`src/rtl/serial_rx_buffer.sv`:
```
// Byte FIFO between the UART receiver and the MMU serial read path. Each rising edge of
// rx_complete_i stores one byte. The oldest byte is shown ahead on data_o, and overflow is sticky.
module serial_rx_buffer #(
   parameter int DEPTH  = 16,
   parameter int ADDR_W = 4
) (
   input  logic              clk,
   input  logic              rst,
   input  logic              rx_complete_i,
   input  logic [7:0]        rx_data_i,
   input  logic              pop_i,
   input  logic              clear_i,
   output logic [15:0]       data_o,
   output logic              data_ready_o,
   output logic [ADDR_W:0]   count_o,
   output logic              full_o,
   output logic              overflow_o
);

   localparam logic [ADDR_W:0] CNT_FULL = (ADDR_W+1)'(DEPTH);
   localparam logic [ADDR_W:0] CNT_ONE  = (ADDR_W+1)'(1);
   localparam logic [ADDR_W-1:0] PTR_ONE = ADDR_W'(1);

   logic [7:0]        mem [DEPTH];
   logic [ADDR_W-1:0] wptr;
   logic [ADDR_W-1:0] rptr;
   logic [ADDR_W:0]   count;
   logic              rx_prev;
   logic              overflow;
   logic              push_req;
   logic              empty;
   logic              full;
   logic              do_push;
   logic              do_pop;

   // rx_complete_i is a level that may last several cycles, so only its rising edge pushes
   assign push_req = rx_complete_i & ~rx_prev;
   assign empty    = (count == '0);
   assign full     = (count == CNT_FULL);

   // A pop on a full FIFO frees the head slot, so a push in the same cycle is accepted
   assign do_pop  = pop_i & ~clear_i & ~empty;
   assign do_push = push_req & ~clear_i & (~full | do_pop);

   always_ff @(posedge clk or posedge rst) begin
      if (rst) begin
         wptr     <= '0;
         rptr     <= '0;
         count    <= '0;
         rx_prev  <= 1'b0;
         overflow <= 1'b0;
      end else begin
         rx_prev <= rx_complete_i;
         if (clear_i) begin
            wptr     <= '0;
            rptr     <= '0;
            count    <= '0;
            overflow <= 1'b0;
         end else begin
            if (do_push) begin
               wptr <= wptr + PTR_ONE;
            end
            if (do_pop) begin
               rptr <= rptr + PTR_ONE;
            end
            if (do_push && !do_pop) begin
               count <= count + CNT_ONE;
            end else if (!do_push && do_pop) begin
               count <= count - CNT_ONE;
            end
            if (push_req && full && !do_pop) begin
               overflow <= 1'b1;
            end
         end
      end
   end

   always_ff @(posedge clk) begin
      if (do_push) begin
         mem[wptr] <= rx_data_i;
      end
   end

   assign data_o       = empty ? 16'h0000 : {8'h00, mem[rptr]};
   assign data_ready_o = ~empty;
   assign count_o      = count;
   assign full_o       = full;
   assign overflow_o   = overflow;

endmodule

```
`config.mk`:
```
export PLATFORM = sky130hd
export DESIGN_NAME = serial_rx_buffer
export DESIGN_NICKNAME = d
export VERILOG_FILES = /design/src/rtl/serial_rx_buffer.sv
export SDC_FILE = /design/constraint.sdc
export NUM_CORES = 1
export LEC_CHECK = 0
export CORE_ASPECT_RATIO = 0.5
export CORE_MARGIN = 8
export CORE_UTILIZATION = 50
export DETAILED_ROUTE_END_ITERATION = 10
export DONT_BUFFER_PORTS = 1
export GPL_TIMING_DRIVEN = 1
export PLACE_DENSITY = 0.68
export SLEW_MARGIN = 20
export SYNTH_ARGS = -nofsm -noshare
export SYNTH_HDL_FRONTEND = slang
export SYNTH_SLANG_ARGS = --single-unit
```
`constraint.sdc`:
```
create_clock -name clk -period 3.25 [get_ports clk]
set_input_delay 0.325 -clock clk [delete_from_list [all_inputs] [get_ports clk]]
set_output_delay 0.325 -clock clk [all_outputs]
set_load 0.005 [all_outputs]
```
# [Word level (Yosys, flattened, before mapping)]
# Memory sizes are Yosys's and may differ from the RTL's.
# Cells that the tools add are included.
[totals] reg_bits=15 ram_bits=128 inputBits=13 out_inout_bits=24 word_cells=44 mem_count=1
[mem_list] memory="mem" depth=16 width=8 read_ports=1 rd_ports_with_merged_regs=0 write_ports=1 line_no="24" text="logic [7:0] mem [DEPTH];"
[classes] addsub=4 n_eq_ne=1 n_mux=12 bitwise=10 n_reduce_logical=11
[ops] operator="$mux 4" count=4
[ops] operator="$mux 5" count=3
[ops] operator="$add 4x1->4 const B" count=2
[ops] operator="$mux 8" count=1
[ops] operator="$reduce_bool 2->1" count=3
[ops] operator="$add 5x1->5 const B" count=1
[ops] operator="$and 1x1->1" count=5
[ops] operator="$eq 5x5->1 const B" count=1
[ops] operator="$logic_not 5->1" count=1
[ops] operator="$sub 5x1->5 const B" count=1
[ops] operator="$logic_and 1x1->1" count=4
[ops] operator="$mux 1" count=4
[ops] operator="$not 1->1" count=4
[ops] operator="$reduce_bool 3->1" count=1
[ops] operator="$logic_not 1->1" count=2
[ops] operator="$or 1x1->1" count=1

# [Depth between registers and ports, before layout]
[logic_depth] word_depth=10 depth_mapped=8 mapped_depth_nobuf=8

# [Worst setup path before layout]
# Ideal clock, no wire load.
[synth_timing] path_kind="register -> register" from="register count[0], in the netlist count_o[0]" to="register count[4], in the netlist count_o[4]" setup_ns=0.071 arrival_time_ns=2.458 required_ns=3.179 path_slack_ns=0.721 stages_incl_launch_ff=9 path_buffers=0 period_less_slack_ns=2.529 cell_sequence="dfrtp_1 > nor4_2 > mux2_2 > nand2b_1 > fa_1 > nand3_1 > nand2_1 > or3_1 > nand4_1"
[synth_via] elab_chain_cells=8 word_cells_on_any_way=17 cone_classes="add/sub (2); eq/ne (1); mux (3); bitwise (5); reduce/logical (6)"
[synth_rtl] item="start, declared" line_no="27" text="logic [ADDR_W:0] count;"
[synth_rtl] item="start signal, assigned" line_no="67" text="count <= count + CNT_ONE;"
[synth_rtl] item="start signal, assigned" line_no="69" text="count <= count - CNT_ONE;"
[synth_rtl] item="branches (longest 8 deep; another with $sub 5x1->5)"
# Parallel ways; which one is timed is not known. The select of a mux whose other input is x is not followed.
# A chain may end at the register's enable or synchronous reset.

# [Final worst setup path]
[layout_timing] from="register count[0], in the netlist count_o[0]" to="register count[3], in the netlist count_o[3]"
# The elaborated chain is that of the path after synthesis.

==> flow_summary.json <==
{
  "status": "finished, final reports clean",
  "fin_total_pwr_mw": 4.87,
  "grt.met1_usage_pct": 20.8,
  "yosys-top-cells-area": "edfxtp_1 (63%), mux4_2 (12%), dfrtp_1 (6.1%)",
  "switchingPower_mw": 1.35,
  "fillers": 854,
  "finalHoldViolCount": 0,
  "cp_max_fo": 7,
  "timing.final.crit_share_pct": 91.3,
  "vias_per_cell": 5.81,
  "fmax_mhz": 337,
  "antenna_found_initial": 0,
  "yosysSeqAreaShare_pct": 69.0,
  "switching_share_pct": 27.7,
  "maxSlewHeadroom_pct": 33.6,
  "finalSetupViolCount": 0,
  "dieArea_sq_um": 16200,
  "ys.flop_type": "edfxtp_1",
  "routedWlPerCell_um": 22.5,
  "synthArstFlopShare_pct": 10.5,
  "io_buffers": 0,
  "cts.clk_slew.worst_paths_ps": 60,
  "dp_hpwl_um": 7570,
  "vias": 3186,
  "synth_area_per_cell_sq_um": 17.9,
  "rsz0062_at_grt": "no",
  "cp.required_ps": 3520,
  "gp_congestion": 0.736,
  "initial_utilization_pct": 51.5,
  "syn_area_sq_um": 6120,
  "synth.largest_area_cell": "edfxtp_1",
  "crit_path_start_kind": "flop",
  "p_seq_share_pct": 44.3,
  "dp_slack_ps": 354,
  "combPwrFrac_pct": 17.2,
  "syn_inst": 341,
  "synthToLayoutAreaGrowth_pct": 15.6,
  "final_cell_mix": "edfxtp_1 (128), mux4_2 (32), dlygate4sd3_1 (27)",
  "grt_busiest_layer": "met2",
  "grtUsageMet3_pct": 4.19,
  "post-route-drc-count": 0,
  "hold_path.class": "input pin to flop",
  "setup.worst_path.class": "flop to flop",
  "clock_skew_ps": 11.4,
  "grt_max_degree": 33,
  "clock_sinks": 143,
  "final_common_cell": "edfxtp_1",
  "p_leak_nw": 2.32,
  "cp_slowest_cell": "nor4_2",
  "synth.distinct_cells": 40,
  "drive_gt1_share_pct": 19.6,
  "core_sq_um": 11900,
  "yosys_warnings": 0,
  "dp_cells": 489,
  "synth_edf_count": 128,
  "met2_usage_pct": 26.3,
  "crit_chain": "nor4_2 > mux2_2 > nand2b_1 > ha_1 > a21oi_1 > a21oi_1 > o21ai_0 > mux2i_1",
  "cts_tree": "yes",
  "drt_iter0_markers": 205,
  "overflow": 0,
  "grt_pass1_wl_um": 19000,
  "max_stage_delay_ps": 540,
  "h-tree-depth": 4,
  "arrival_ps": 3240,
  "clock_latency_ps": 420,
  "core.rowCount": 28,
  "p_int_mw": 3.52,
  "clockPowerShare_pct": 38.5,
  "power.density_nw_per_um2": 688,
  "report.final.slew_viol_count": 0,
  "wl_um": 12300,
  "cts_root_buf": "clkbuf_16",
  "fp.dieW_um": 172,
  "setup_ws_ps": 281,
  "pin_count": 37,
  "finalSetupTns_ps": 0,
  "drtPass1Iterations": 5,
  "synth_top_area_share_pct": 62.8,
  "crit_top_cell": "a21oi_1",
  "clk_path_buf_depth": 2,
  "ys_ff_latch": 143,
  "max_cap_viol_count": 0,
  "worst_slew_pin_slew_ps": 996,
  "end_kind": "flop",
  "final_util_pct": 59.5,
  "finalCriticalPeriod_ps": 2970,
  "fin_cells": 548,
  "grt_usage_pct": 16.1,
  "n_antenna_cell": 0,
  "die_y_um": 94.2,
  "ant_nets": 0,
  "first_global_vias": 3249,
  "cts_buffers": 17,
  "fin_nets": 393,
  "ir_drop_uv": 396
}
==> layout make-up <==
cell class                 instances  area, sq um  share of cell area (%)
inverter                           6         22.5                   0.319
timing repair buffer              31          300                    4.25
clock inverter                    14          148                    2.09
multi-input combinational        171         1740                    24.7
tap                              165          206                    2.92
sequential                       143         4220                    59.7
clock buffer                      18          429                    6.07
==> sequential cells by signal, indices dropped and copies added (netlist names) <==
register / cells
rptr: 4
count_o: 5
overflow_o: 1
wptr: 4
rx_prev: 1
mem: 128
==> power groups by stage <==
stage                     clock, mW  combinational [mW]  sequential, mW
after CTS                      1.90               0.835            2.16
after global routing           1.98               0.911            2.17
after global placement            0               0.755            2.19
after detailed placement          0               0.793            2.20
after floorplan                   0               0.683            2.13
final                          1.88               0.835            2.16
==> metrics by stage <==
| stage | hold slack, ps | cell area (sq um) |
|---|---|---|
| after global routing | 178 | 7070 |
| final | 152 | 7070 |
| after detailed placement | 330 | 6220 |
| after CTS | 0.0445 | 7000 |
| after floorplan | 226 | 6140 |
| after global placement | 291 | 6220 |
==> cell usage after synthesis (3+ instances only) <==
cell type / n
a211oi_1: 16
a21oi_1: 6
and2_1: 13
and3_1: 3
and4_1: 4
buf_2: 10
buf_4: 9
clkbuf_1: 8
dfrtp_1: 15
edfxtp_1: 128
ha_1: 9
inv_1: 6
mux2_1: 3
mux2i_1: 11
mux4_2: 32
nand2_1: 6
nand2b_1: 3
nand3_1: 4
nor2_1: 11
nor2b_1: 12
o21ai_0: 3
xor2_1: 3
==> timing repair <==
action | CTS | global route
gates resized for setup | 0 | 0
setup buffers | 0 | 0
hold buffers | 20 | 7
hold endpoints to repair | 108 | 22
==> cells by family (layout without fill, tap and decap cells) <==
kind of cell / Yosys count / in the layout / synth area share (%)
multiplexers: 48 / 48 / 14.5
AO/OA/AOI/OAI: 32 / 32 / 4.09
AND/OR/NAND/NOR: 68 / 68 / 6.54
other: 1 / 8 / 0.0613
XOR/XNOR: 5 / 5 / 0.716
adder cells (fa/ha/maj): 10 / 10 / 2.17
buffers and inverters: 34 / 69 / 2.97
flip-flops: 143 / 143 / 69.0
==> path summary, 6_finish.rpt <==
path | startpoint | end | slack [ps] | depth (start not counted)
max | count_o[0] | count_o[3] | 280 | 8
min | clear_i | count_o[0] | 150 | 2
max reg2reg | count_o[0] | count_o[3] | 280 | 8
min reg2reg | overflow_o | overflow_o | 570 | 2
max in group asynchronous | rst | rptr[1] | 2370 | 2
min in group asynchronous | rst | rx_prev | 440 | 2
==> critical path: cells and delay by family (launching register included) <==
family | cells | cell delay (ps)
AND/OR/NAND/NOR | 2 | 790
AO/OA/AOI/OAI | 3 | 590
multiplexers | 2 | 580
flip-flops | 1 | 480
adder cells (fa/ha/maj) | 1 | 390
==> metal layers <==
layer / vias to the layer above / wire [um]
met1: 1676 / 5300
met4: 0 / 153
met3: 19 / 635
met2: 95 / 6230
met5: - / 0
li1: 1396 / -
Note: power is estimated with default switching activity, not from simulation.
